**config.mk**
```make
export PLATFORM = sky130hd
export DESIGN_NAME = alu_exec_unit
export DESIGN_NICKNAME = d
export VERILOG_FILES = /design/src/rtl/alu_exec_unit.sv
export SDC_FILE = /design/constraint.sdc
export NUM_CORES = 1
export LEC_CHECK = 0
export BUFFER_PORTS_ARGS = -buffer_cell sky130_fd_sc_hd__clkbuf_2
export CAP_MARGIN = 20
export CORE_UTILIZATION = 60
export DETAILED_ROUTE_END_ITERATION = 10
export PLACE_DENSITY = 0.8
export SETUP_SLACK_MARGIN = 0.1
export SLEW_MARGIN = 20
export SYNTH_ARGS = -nofsm -noshare
export SYNTH_HDL_FRONTEND = slang
export SYNTH_SLANG_ARGS = --single-unit
```
**constraint.sdc**
```tcl
create_clock -name clk_i -period 7.53 [get_ports clk_i]
set_input_delay 1.1295 -clock clk_i [delete_from_list [all_inputs] [get_ports clk_i]]
set_output_delay 1.1295 -clock clk_i [all_outputs]
set_load 0.1 [all_outputs]
```
**src/rtl/alu_exec_unit.sv**
```systemverilog
// alu_exec_unit: single-issue ALU execute stage with an iterative multiplier.
// Ports: clk_i, rst_i (sync, active-low), valid_i/ctrl_i/src1_i/src2_i/shamt_i
//        request; ready_o, done_o, result_o, zero_o, err_o completion.
module alu_exec_unit (
   input  logic        clk_i,
   input  logic        rst_i,
   input  logic        valid_i,
   input  logic [3:0]  ctrl_i,
   input  logic [31:0] src1_i,
   input  logic [31:0] src2_i,
   input  logic [4:0]  shamt_i,
   output logic        ready_o,
   output logic        done_o,
   output logic [31:0] result_o,
   output logic        zero_o,
   output logic        err_o
);

   typedef enum logic [1:0] {
      IDLE     = 2'd0,
      MUL_BUSY = 2'd1,
      DONE     = 2'd2
   } state_t;

   localparam logic [3:0] OP_AND  = 4'd0;
   localparam logic [3:0] OP_OR   = 4'd1;
   localparam logic [3:0] OP_ADD  = 4'd2;
   localparam logic [3:0] OP_MUL  = 4'd3;
   localparam logic [3:0] OP_SUB  = 4'd6;
   localparam logic [3:0] OP_SLT  = 4'd7;
   localparam logic [3:0] OP_SRA  = 4'd9;
   localparam logic [3:0] OP_SRAV = 4'd11;
   localparam logic [3:0] OP_SLTU = 4'd13;
   localparam logic [3:0] OP_LUI  = 4'd14;

   state_t      state;
   logic [4:0]  cnt;
   logic [31:0] mcand;
   logic [31:0] mplier;
   logic [31:0] acc;

   logic [31:0] alu_res;
   logic        alu_err;
   logic [31:0] acc_next;

   assign ready_o = (state == IDLE);

   // Shift-add step: consume the low multiplier bit this cycle.
   assign acc_next = acc + (mplier[0] ? mcand : 32'd0);

   // Single-cycle datapath, evaluated on the live request inputs.
   always_comb begin
      alu_res = '0;
      alu_err = 1'b0;
      unique case (ctrl_i)
         OP_AND:  alu_res = src1_i & src2_i;
         OP_OR:   alu_res = src1_i | src2_i;
         OP_ADD:  alu_res = src1_i + src2_i;
         OP_MUL:  alu_res = '0;
         OP_SUB:  alu_res = src1_i - src2_i;
         OP_SLT:  alu_res = {31'd0, $signed(src1_i) < $signed(src2_i)};
         OP_SRA:  alu_res = $unsigned($signed(src2_i) >>> shamt_i);
         OP_SRAV: alu_res = $unsigned($signed(src2_i) >>> src1_i[4:0]);
         OP_SLTU: alu_res = {31'd0, src1_i < src2_i};
         OP_LUI:  alu_res = {src2_i[15:0], 16'h0000};
         default: alu_err = 1'b1;
      endcase
   end

   // Control FSM and registered outputs. result_o only changes on
   // completion, so partial products stay internal to acc.
   always_ff @(posedge clk_i) begin
      if (!rst_i) begin
         state    <= IDLE;
         cnt      <= '0;
         mcand    <= '0;
         mplier   <= '0;
         acc      <= '0;
         result_o <= '0;
         zero_o   <= 1'b1;
         done_o   <= 1'b0;
         err_o    <= 1'b0;
      end else begin
         done_o <= 1'b0;
         unique case (state)
            IDLE: begin
               if (valid_i) begin
                  if (ctrl_i == OP_MUL) begin
                     state  <= MUL_BUSY;
                     mcand  <= src1_i;
                     mplier <= src2_i;
                     acc    <= '0;
                     cnt    <= '0;
                  end else begin
                     state    <= DONE;
                     done_o   <= 1'b1;
                     result_o <= alu_res;
                     zero_o   <= (alu_res == 32'd0);
                     err_o    <= alu_err;
                  end
               end
            end
            MUL_BUSY: begin
               acc    <= acc_next;
               mcand  <= mcand << 1;
               mplier <= mplier >> 1;
               cnt    <= cnt + 5'd1;
               if (cnt == 5'd31) begin
                  state    <= DONE;
                  cnt      <= '0;
                  done_o   <= 1'b1;
                  result_o <= acc_next;
                  zero_o   <= (acc_next == 32'd0);
                  err_o    <= 1'b0;
               end
            end
            DONE: begin
               state <= IDLE;
            end
            default: begin
               state <= IDLE;
            end
         endcase
      end
   end

endmodule
```
# Word-level counts from Yosys, hierarchy flattened

Index checks and enable logic that the tools add are counted.
Widths: inputs -> output; s select.

Input port bits: 76
Word-level logic and storage cells: 79
Bits in registers: 138
Output and inout port bits: 36

Shift operators: 2
Bitwise operators: 2
Muxes and demuxes: 36
Reductions and logical operators: 9
$add $sub $neg: 4
Equal/unequal tests: 15
Magnitude comparators: 2

Operator list:

| operator            | number |
|---|---|
| $mux 32             | 10 |
| $pmux 32 s9         | 1 |
| $pmux 32 s2         | 4 |
| $add 32x32->32      | 2 |
| $logic_not 32->1    | 2 |
| $lt 32x32->1        | 2 |
| $sshr 32x5->32      | 2 |
| $and 32x32->32      | 1 |
| $or 32x32->32       | 1 |
| $sub 32x32->32      | 1 |
| $eq 4x4->1 const B  | 4 |
| $mux 5              | 3 |
| $mux 1              | 10 |
| $pmux 5 s2          | 1 |
| $reduce_or 9->1     | 1 |
| $eq 4x2->1 const B  | 2 |
| $eq 4x3->1 const B  | 2 |
| $mux 2              | 3 |
| $ne 2x2->1 const B  | 3 |
| $pmux 1 s2          | 3 |
| $add 5x1->5 const B | 1 |
| $eq 5x5->1 const B  | 1 |
| $eq 4x1->1 const B  | 1 |
| $logic_not 4->1     | 1 |
| 8 further kinds     | 8 |

# Logic depth before layout (Yosys ltp)

Gate-level depths: netlist of run 1.

Word-level depth: 6
Depth in mapped cells: 18
Mapped depth without buffers: 16

# Worst setup path before layout of run 1

No wires, ideal clock.

Kind: input port to flip-flop
Start point: input port src1_i[1]
End point: register zero_o
Cell stages on the path: 16
Data arrival time: 4,326 ps
Path buffers: 1
Path slack: 3,075 ps
Required time: 7,401 ps
Setup time: 129 ps
Cell sequence: clkbuf_1 inv_1 ha_1 a211oi_1 o211a_1 or4b_1 and4_1 o311ai_1 nand2_1 o311ai_1 o211ai_1 xnor2_1 nand2_1 and3_1 nand2_1 o211ai_2

Longest elaborated chain between the ends: 6
Elaborated cells on any way between the ends: 12
Those cells by class: 2 x add/sub; 2 x order compare; 1 x shift; 4 x mux; 2 x bitwise; 1 x reduce/logical

Ends and longest elaborated chain:

| what                                         | line | source |
|---|---|---|
| start, declared                              | 9    | `input logic [31:0] src1_i,` |
| $sub 32x32->32, or another cell as far along | 60   | `OP_SUB: alu_res = src1_i - src2_i;` |
| $pmux 32 s9 *                                | 55   | `unique case (ctrl_i)` |
| $logic_not 32->1 *                           | 98   | `zero_o <= (alu_res == 32'd0);` |
| $mux 1 *                                     | 88   | `if (ctrl_i == OP_MUL) begin` |
| $mux 1 *                                     | 87   | `if (valid_i) begin` |
| $pmux 1 s2 *                                 | 85   | `unique case (state)` |
| end signal, assigned                         | 98   |  |
| end signal, assigned                         | 113  | `zero_o <= (acc_next == 32'd0);` |
| end, declared                                | 15   | `output logic zero_o,` |

Every way passes the cells marked *; elsewhere a longest branch is shown, timed or not. The select of a mux whose other input is x is not followed.
A chain may end at the register's enable or synchronous reset.

# Worst setup path after layout of run 1

Start point: input port ctrl_i[2]
End point: register zero_o

Longest elaborated chain between the ends: 6
Elaborated cells on any way between the ends: 17
Those cells by class: 10 x eq/ne; 4 x mux; 3 x reduce/logical

Ends and longest elaborated chain:

| what                                     | line | source |
|---|---|---|
| start, declared                          | 8    | `input logic [3:0] ctrl_i,` |
| $eq 4x4->1, or another cell as far along | 55   |  |
| $pmux 32 s9                              | 55   |  |
| $logic_not 32->1                         | 98   |  |
| $mux 1                                   | 88   |  |
| $mux 1                                   | 87   |  |
| $pmux 1 s2                               | 85   |  |

Parallel ways exist; a longest one is shown, timed or not. The select of a mux whose other input is x is not followed.

==> flow_results.org, run 1 <==
** Power and ir drop
- Reported net switching power :: 0.001047 W
- Part of the total power dissipated in sequential elements :: 30.3%
- The share of total power dissipated in combinational logic is 34.1%.
- Summed over all cells, the static leakage comes to 7.508 nW.
- Peak supply drop :: 0.0001121 V
- Power spread over the standard cell area amounts to 157.1 mW/mm².
- Internal Pwr Total :: 0.001490 W
- The clock network is responsible for 35.6% of the overall power.
- The completed layout was analyzed and its total power is 0.002537 W.
- Of the total power, the share spent switching nets is 41.26%.

** Setup path
- Worst path bufs/invs :: 2
- CP arrival :: 5.97 ns
- Cell family contributing the most delay on the critical path :: simple AND/OR/NAND/NOR gates
- The critical path crosses 15 cells after its start point.
- Worst reg2reg path depth :: 15
- STA classifies the critical path endpoint as a flop.
- Counting stages on the worst path, the most repeated cell is sky130_fd_sc_hd__nand2_1.
- The worst setup path is launched from an input pin.
- Worst path slowest cell :: sky130_fd_sc_hd__and4b_1
- The worst setup path is of the input pin to flop kind.
- Walking the worst path, the cells encountered are clkbuf_2, and4b_1, mux2i_4, buf_4, mux2i_1, a311oi_1, a41oi_1, nor2_1, a211oi_1, nand3_1, nor4_2, nand2_1, nor4_1, nand2_1, o211ai_2.
- The largest single stage delay on the critical path is 0.87 ns.
- Required time at the worst-slack endpoint :: about 8 ns
- Maximum fanout encountered on the critical timing path :: 26

** Global route
- For this run, global-route usage on met1 was measured as 60.92%.
- Global routing finished with a remaining overflow of 0.
- Number of antenna violations at the first check in global routing :: 0
- For met3 alone, demand over resource in global routing was 11.82%.
- Largest net degree at the start of global routing :: 113
- For this run, global-route usage on met2 was measured as 73.79%.
- Number of global-route vias before repair :: 15,510
- Global routing usage summed across all routing layers :: 46.90%
- met2 is the most crowded layer.
- The first global-routing pass estimated 91,940 µm of wire.

** Place
- In this run the cell area measured after placement is roughly 0.016 mm².
- Placed wire-length estimate after detailed placement :: 45,930 µm
- Before CTS, the worst setup slack after placement is 1.664 ns.
- The congestion estimate from routability-driven global placement came to 1.023.
- Count of port buffers added during placement :: around 110

** Logic synthesis
- Unique cell type count in the Yosys netlist :: 84
- A synthesized cell averages 7.495 µm².
- Cell accounting for the most synthesized area :: sky130_fd_sc_hd__dfxtp_1
- Total of warnings raised by yosys :: 0
- The synthesized design contains 138 register bits.
- When the netlist entered floorplanning its net count stood at 2,218.
- Among all flip-flop cells after synthesis, the most frequent one is sky130_fd_sc_hd__dfxtp_1.
- The cell count after synthesis came out at 1,998.
- Largest cells by area after synthesis :: sky130_fd_sc_hd__dfxtp_1 18%, sky130_fd_sc_hd__ha_1 12%, sky130_fd_sc_hd__nand2_1 6.6%, sky130_fd_sc_hd__mux2i_1 5.4%, sky130_fd_sc_hd__a21oi_1 5.1%
- In this run the cell area of the synthesized design comes to roughly 0.015 mm².
- Sequential area share after synthesis :: between 10% and 20%
- Count of flip-flops with a built-in enable after synthesis :: 0
- In the synthesized netlist the async set-or-reset flop fraction comes to 0%.
- Share of the synthesized area in the top cell type :: 18.45%

** Cells and area
- Inserted Diodes :: 0
- Leaving out fill and tap cells, the most frequent cell in the layout is sky130_fd_sc_hd__nand2_1.
- In the layout the commonest cells are 262 x sky130_fd_sc_hd__nand2_1, 152 x sky130_fd_sc_hd__a21oi_1, 141 x sky130_fd_sc_hd__ha_1.
- Synthesis-to-layout area growth :: 7.870%
- Fill cells in the final layout number about 2,000.
- Nets@finish :: 2,237
- Share of cells above drive strength 1 :: 9.901%
- Final Cell Area :: 0.01615 mm²

** Floorplanning
- 112 I/O pins were placed.
- Initial standard-cell utilization of the core :: 61.40%
- Cell Rows :: 57
- Area enclosed by the die boundary :: ~0.026 mm²
- Standard cell core area :: 0.02439 mm²
- Height of the die :: 160.0 µm
- Die extent in x :: 160.0 µm

** Clock network
- In this run the deepest clock path goes through 2 buffers.
- Quantity of gates resized following cts :: 0
- CTS clock-pin slew for the worst setup and hold paths :: ~0.080 ns
- In this run, post-CTS hold repair placed 0 buffers.
- Skew-Pair Late Insertion Delay :: between 0.4 and 0.5 ns
- # H-tree levels :: 4
- CTS tree :: done
- Clock sink total :: 138
- Cell at the root of the clock tree :: sky130_fd_sc_hd__clkbuf_16
- Post-CTS setup buffer count :: 0
- Number of buffers created by CTS :: 17

** Routing
- Number of DRC violations after detailed-routing iteration 0 :: 2,779
- The first detailed-routing pass ran for 8 iterations.
- The routed layout has between 15,000 and 20,000 vias.
- After detailed routing, the total wire length is 61,100 µm.
- In the routed design, unresolved DRC markers number 0.
- Via density :: 7.115
- Number of antenna-violating nets in the routed design :: 0
- Average routed wire per standard cell :: around 26 µm

** Job
- Max-Cap Viols :: 0

** Timing
- Relative max-transition margin :: between 20% and 30%
- Final max-slew violation count :: 0
- The final hold violation count is 0.
- Between clock sinks in the finished design, the worst skew comes to 0.01518 ns.
- The final critical path takes up 74.47% of the cycle.
- Min Clock Period, post-route :: 5.608 ns
- Tightest Pin Transition :: around 1.1 ns
- Setup repair after global routing left no endpoint under its margin.
- Min setup slack post-route :: 1.922 ns
- Number of setup violations in the final report :: 0
- Max frequency :: 178.3 MHz
- Across all hold checks on the routed design, the worst slack comes to 0.4603 ns.
- Summed over all failing endpoints, the final setup total negative slack is 0 ns.

** Outcome
- Status :: finished clean

** Hold path
- The worst hold path passes through 2 cells.
- The path class of the tightest hold or removal check is flop to flop.
[registers in the layout, summed over array words and instances (netlist names)]
signal    count
acc          32
err_o         1
mplier       32
done_o        1
mcand        32
state         2
result_o     32
cnt           5
zero_o        1
[cells by family after synthesis]
family | Yosys count | share of synthesized area, %
muxes | 101 | 7.386
DFF | 138 | 18.45
xor gates and xnor gates | 62 | 3.626
adders and majority gates | 144 | 12.18
and+or+nand+nor | 607 | 19.16
buffers and inverters | 256 | 6.926
AOI/OAI and AO/OA | 690 | 32.28
[layout make-up]
cell class              count  area [µm²]  area share (%)
inverters                 123       461.7           2.858
flip-flops and latches    138        2763           17.10
repair buffers            133       723.2           4.477
well taps                 324       405.4           2.509
clock buffers              18       439.2           2.719
clock inverters            14       152.6          0.9449
multi-input cells        1604       11210           69.39
[cells in the mapped netlist, types with 23 or more instances]
| cell type | count |
|---|---|
| sky130_fd_sc_hd__mux2i_1 | 81 |
| sky130_fd_sc_hd__nor2b_1 | 27 |
| sky130_fd_sc_hd__dfxtp_1 | 138 |
| sky130_fd_sc_hd__and2_1 | 43 |
| sky130_fd_sc_hd__a211oi_1 | 28 |
| sky130_fd_sc_hd__o211ai_1 | 85 |
| sky130_fd_sc_hd__nand2_1 | 262 |
| sky130_fd_sc_hd__nand2b_1 | 23 |
| sky130_fd_sc_hd__a22oi_1 | 25 |
| sky130_fd_sc_hd__nor3_1 | 40 |
| sky130_fd_sc_hd__clkbuf_1 | 102 |
| sky130_fd_sc_hd__a21oi_1 | 153 |
| sky130_fd_sc_hd__inv_1 | 123 |
| sky130_fd_sc_hd__xnor2_1 | 45 |
| sky130_fd_sc_hd__o21ai_0 | 92 |
| sky130_fd_sc_hd__o211a_1 | 64 |
| sky130_fd_sc_hd__a21o_1 | 24 |
| sky130_fd_sc_hd__a21boi_0 | 46 |
| sky130_fd_sc_hd__ha_1 | 141 |
| sky130_fd_sc_hd__nand3_1 | 34 |
| sky130_fd_sc_hd__nor2_1 | 110 |
[through the flow]
| stage | utilization [%] | cells |
|---|---|---|
| after floorplan | - | 1998 |
| after global placement | 63.80 | 2322 |
| after detailed placement | 63.80 | 2322 |
| after CTS | 66.23 | 2354 |
| after global routing | 66.23 | 2354 |
| final | 66.23 | 2354 |
[worst paths after layout]
kind / endpoint / slack [ns] / start
worst max-delay path: zero_o / 1.92 / ctrl_i[2]
worst min-delay path: result_o[29] / 0.46 / result_o[29]
worst max register to register: zero_o / 2.43 / mplier[0]
worst min register to register: result_o[29] / 0.46 / result_o[29]
[power by group through the flow]
| stage | logic (W) | clock network, W | registers, W |
|---|---|---|---|
| after floorplan | 0.000490 | 0 | 0.000856 |
| after global placement | 0.000814 | 0 | 0.000784 |
| after detailed placement | 0.000820 | 0 | 0.000786 |
| after CTS | 0.000824 | 0.000897 | 0.000769 |
| after global routing | 0.000901 | 0.000920 | 0.000771 |
| final | 0.000865 | 0.000903 | 0.000769 |
[worst min-delay path: stages (launching register included)]
cell	delay, ns
sky130_fd_sc_hd__dfxtp_1	0.32
sky130_fd_sc_hd__nand3_1	0.06
sky130_fd_sc_hd__nand2_1	0.05
[per-layer routing]
metal	vias to the layer above	routed length [µm]	part of all wire, %
li1	7361	-	-
met3	242	7730	13
met2	1310	26640	44
met4	0	2778	4.5
met1	7836	23950	39
met5	-	0	0
(Power assumes the default switching activity.)
==> run 2: changes to the inputs <==
Settings changed: CORE_UTILIZATION 60 to 57, PLACE_DENSITY 0.8 to 0.79.
Clock period 7.53 ns to 5 ns, I/O delays scaled along.
==> run 2 against run 1 <==
  * Register-to-register slack worse by 1.9 ns
  * Global-route usage down 3.5 points
  * First-iteration DRC count down 11%
  * Routed wire length down 3.6%
  * Sequential share of layout area down 0.46 points
  * Die area up 5.2%
  * Count of clock-buffer cells in the layout down 1
==> flow_results.org, run 2 (synthesis results as in run 1) <==
** Timing
- The worst slew margin relative to its limit was 33.80% (+6.1 points).
- Final hold violation count :: 0 (unchanged)
- The setup TNS after final layout came to 0 ns (unchanged).
- Tightest Pin Transition :: 0.9930 ns (-0.08308 ns)
- Max frequency :: 221.7 MHz
- Of the available clock period, the critical path in the final layout requires 90.23%.
- The final setup slack of the worst path came to 0.4887 ns (-1.434 ns).
- Worst clock skew on the final layout :: 0.02148 ns (+0.006292 ns)
- The final number of setup-violating endpoints is 0 (unchanged).
- Min Clock Period, post-route :: 4.511 ns
- Setup repair after global routing left no endpoint under its margin.
- Final max-slew violation count :: 0 (unchanged)

** Cells and area
- Layout fillers :: 2,243 (+10%)
- The final cell count without fillers came to 2,413 (+2.5%).
- The library cell used most frequently in the layout, excluding fill and tap cells, is sky130_fd_sc_hd__nand2_1.
- The top cell types in the final layout, fill and taps aside, are 262 x sky130_fd_sc_hd__nand2_1, 152 x sky130_fd_sc_hd__a21oi_1, 141 x sky130_fd_sc_hd__ha_1.
- The net count of the finished layout came to 2,288 (+2.3%).
- Share of cells above drive strength 1 :: 12.06% (+2.2 points)
- Compared with the post-synthesis result, the final layout area differs by 10.84%.

** Job
- Max-Cap Viols :: 0 (unchanged)

** Clock network
- Skew-Pair Late Insertion Delay :: 0.45 ns (about the same)
- Bufs on Longest Clock Path :: 2 (unchanged)
- Number of buffers created by CTS :: 17 (unchanged)
- The H-tree level count was 4 (unchanged).
- CTS clock-pin slew for the worst setup and hold paths :: 0.07 ns (about the same)
- The cell sitting at the root of the clock tree is a sky130_fd_sc_hd__clkbuf_16.
- The number of sinks on the clock net came to 138 (unchanged).
- The count of hold-fix buffers inserted at cts is 0 (unchanged).
- The count of buffers added by post-CTS timing repair for setup is 0 (unchanged).
- Quantity of gates resized following cts :: 0 (unchanged)
- TritonCTS built the clock tree.

** Floorplanning
- The initial core utilization is 58.79% (-2.6 points).
- Cell Rows :: 58 (+1.8%)
- The area of the die is 0.02693 mm² (+5.2%).
- Height of the die :: 164.1 µm (+2.6%)
- The core area was 0.02547 mm² (+4.4%).
- The number of primary I/O pins was 112 (unchanged).
- The die extent in x is 164.1 µm (+2.6%).

** Global route
- The initial antenna violation count is 2 (+2).
- Global-route wire length before repair :: 88,130 µm (-4.1%)
- The remaining global-route overflow is 0 (unchanged).
- Largest net degree at the start of global routing :: 112 (-0.88%)
- Global routing usage summed across all routing layers :: 43.36% (-3.5 points)
- The number of global-route vias before repair is 15,030 (-3.1%).

** Routing
- The post-detailed-route count of antenna-violating nets came to 0 (unchanged).
- The number of remaining DRC errors was 0 (unchanged).
- The violation count after the first detailed-routing iteration is 2,464 (-11%).
- Via density :: 6.796 (-4.5%)
- Length of the first detailed-routing pass in iterations :: 9 (+1)
- Total wirelength of the detailed-routed design :: 58,880 µm (-3.6%)
- The mean routed wirelength per cell was 24.40 µm (-6.0%).
- Total via count after detailed routing :: 16,400 (-2.1%)

** Setup path
- Type of element launching the critical path :: input pin
- STA classifies the critical path endpoint as a flop.
- The largest fanout on the critical path was 9 (-65%).
- The required time at the worst-slack endpoint is 5.36 ns (-2.53 ns).
- CP arrival :: 4.87 ns (-1.10 ns)
- Path type of the worst setup path :: input pin to flop

** Power and ir drop
- Cell area power density :: 232.4 mW/mm² (+48%)
- Clock power share :: 35.5% (about the same)
- Gate power share :: 34.5% (+0.4 points)
- Part of the total power dissipated in sequential elements :: 30.0% (-0.3 points)
- Internal Pwr Total :: 0.002240 W (+50%)
- Reported net switching power :: 0.001618 W (+55%)
- Overall power :: 0.003857 W (+52%)
- The leakage power total was 7.764 nW (+3.4%).
- Net Sw Frac :: 41.94% (+0.68 points)
- Peak supply drop :: 0.0001871 V (+67%)

** Place
- The placed wire-length estimate was 45,400 µm (-1.1%).
- Final weighted congestion of routability-driven global placement :: 1.050 (+2.7%)
- Dpl ws :: 0.2262 ns (-1.438 ns)
- The number of buffer cells added on primary ports is 111 (unchanged).
- The instance count after placement with tap cells included was 2,379 (+2.5%).

** Hold path
- Worst min-delay path class :: flop to flop

** Outcome
- Status :: finished clean
## run 2: changes by cell type in the layout (fill, tap and decap cells not counted), sizes merged
cell / delta
buf: +51
clkinv: +2
diode: +2
bufinv: -1
clkbuf: -1
clkinvlp: +1
inv: -1
## run 2: power groups by stage
stage | registers, W | logic [W] | clock network (W)
global placement | 0.00118 | 0.00127 | 0
detailed placement | 0.00118 | 0.00127 | 0
global route | 0.00116 | 0.00140 | 0.00140
floorplan | 0.00129 | 0.000738 | 0
finish | 0.00116 | 0.00133 | 0.00137
CTS | 0.00116 | 0.00128 | 0.00136
## run 2: worst max-delay path: stages
cell and delay (ns):
sky130_fd_sc_hd__clkbuf_2 0.26, sky130_fd_sc_hd__inv_1 0.14, sky130_fd_sc_hd__ha_1 0.49, sky130_fd_sc_hd__and3_1 0.22
sky130_fd_sc_hd__o21ai_0 0.18, sky130_fd_sc_hd__or4b_1 0.64, sky130_fd_sc_hd__a41oi_1 0.30, sky130_fd_sc_hd__mux2i_1 0.21
sky130_fd_sc_hd__nor2_1 0.06, sky130_fd_sc_hd__nor4_2 0.64, sky130_fd_sc_hd__o211ai_1 0.18, sky130_fd_sc_hd__nor4_1 0.21
sky130_fd_sc_hd__nand3_1 0.11, sky130_fd_sc_hd__nor4_1 0.30, sky130_fd_sc_hd__nand2_1 0.11, sky130_fd_sc_hd__o211ai_2 0.07
## run 2: stage by stage
step	area [µm²]	hold slack [ns]	util (%)
5_1_grt	16600	0.4849	65.16
3_3_place_gp	15990	0.4436	62.77
3_5_place_dp	15990	0.4531	62.77
2_1_floorplan	14980	0.4236	-
4_1_cts	16590	0.4620	65.15
6_report	16600	0.4595	65.17
## run 2: metal layers
layer / wire length (µm) / vias to the layer above / track usage [%]
met4: 2958 / 0 / 20.37
met1: 24130 / 7717 / 56.53
met3: 6628 / 195 / 10.96
li1: - / 7457 / -
met2: 25170 / 1029 / 66.53
met5: 0 / - / 0
## run 2: final timing paths
kind / startpoint / end / slack [ns] / cells after the start
worst max register to register: mplier[0] / result_o[30] / 0.57 / 16
worst min-delay path: cnt[3] / cnt[3] / 0.46 / 1
worst max-delay path: src2_i[7] / zero_o / 0.49 / 16
worst min register to register: cnt[3] / cnt[3] / 0.46 / 1
## run 2: final cells by class
cell class,instances,area (µm²),share of cell area [%]
multi-input combinational,1604,11210,67.51
inverter,123,461.7,2.781
sequential,138,2763,16.64
timing repair buffer,184,1144,6.889
clock inverter,15,181.4,1.093
clock buffer,17,425.4,2.563
tap,330,412.9,2.487
antenna,2,5.005,0.03015
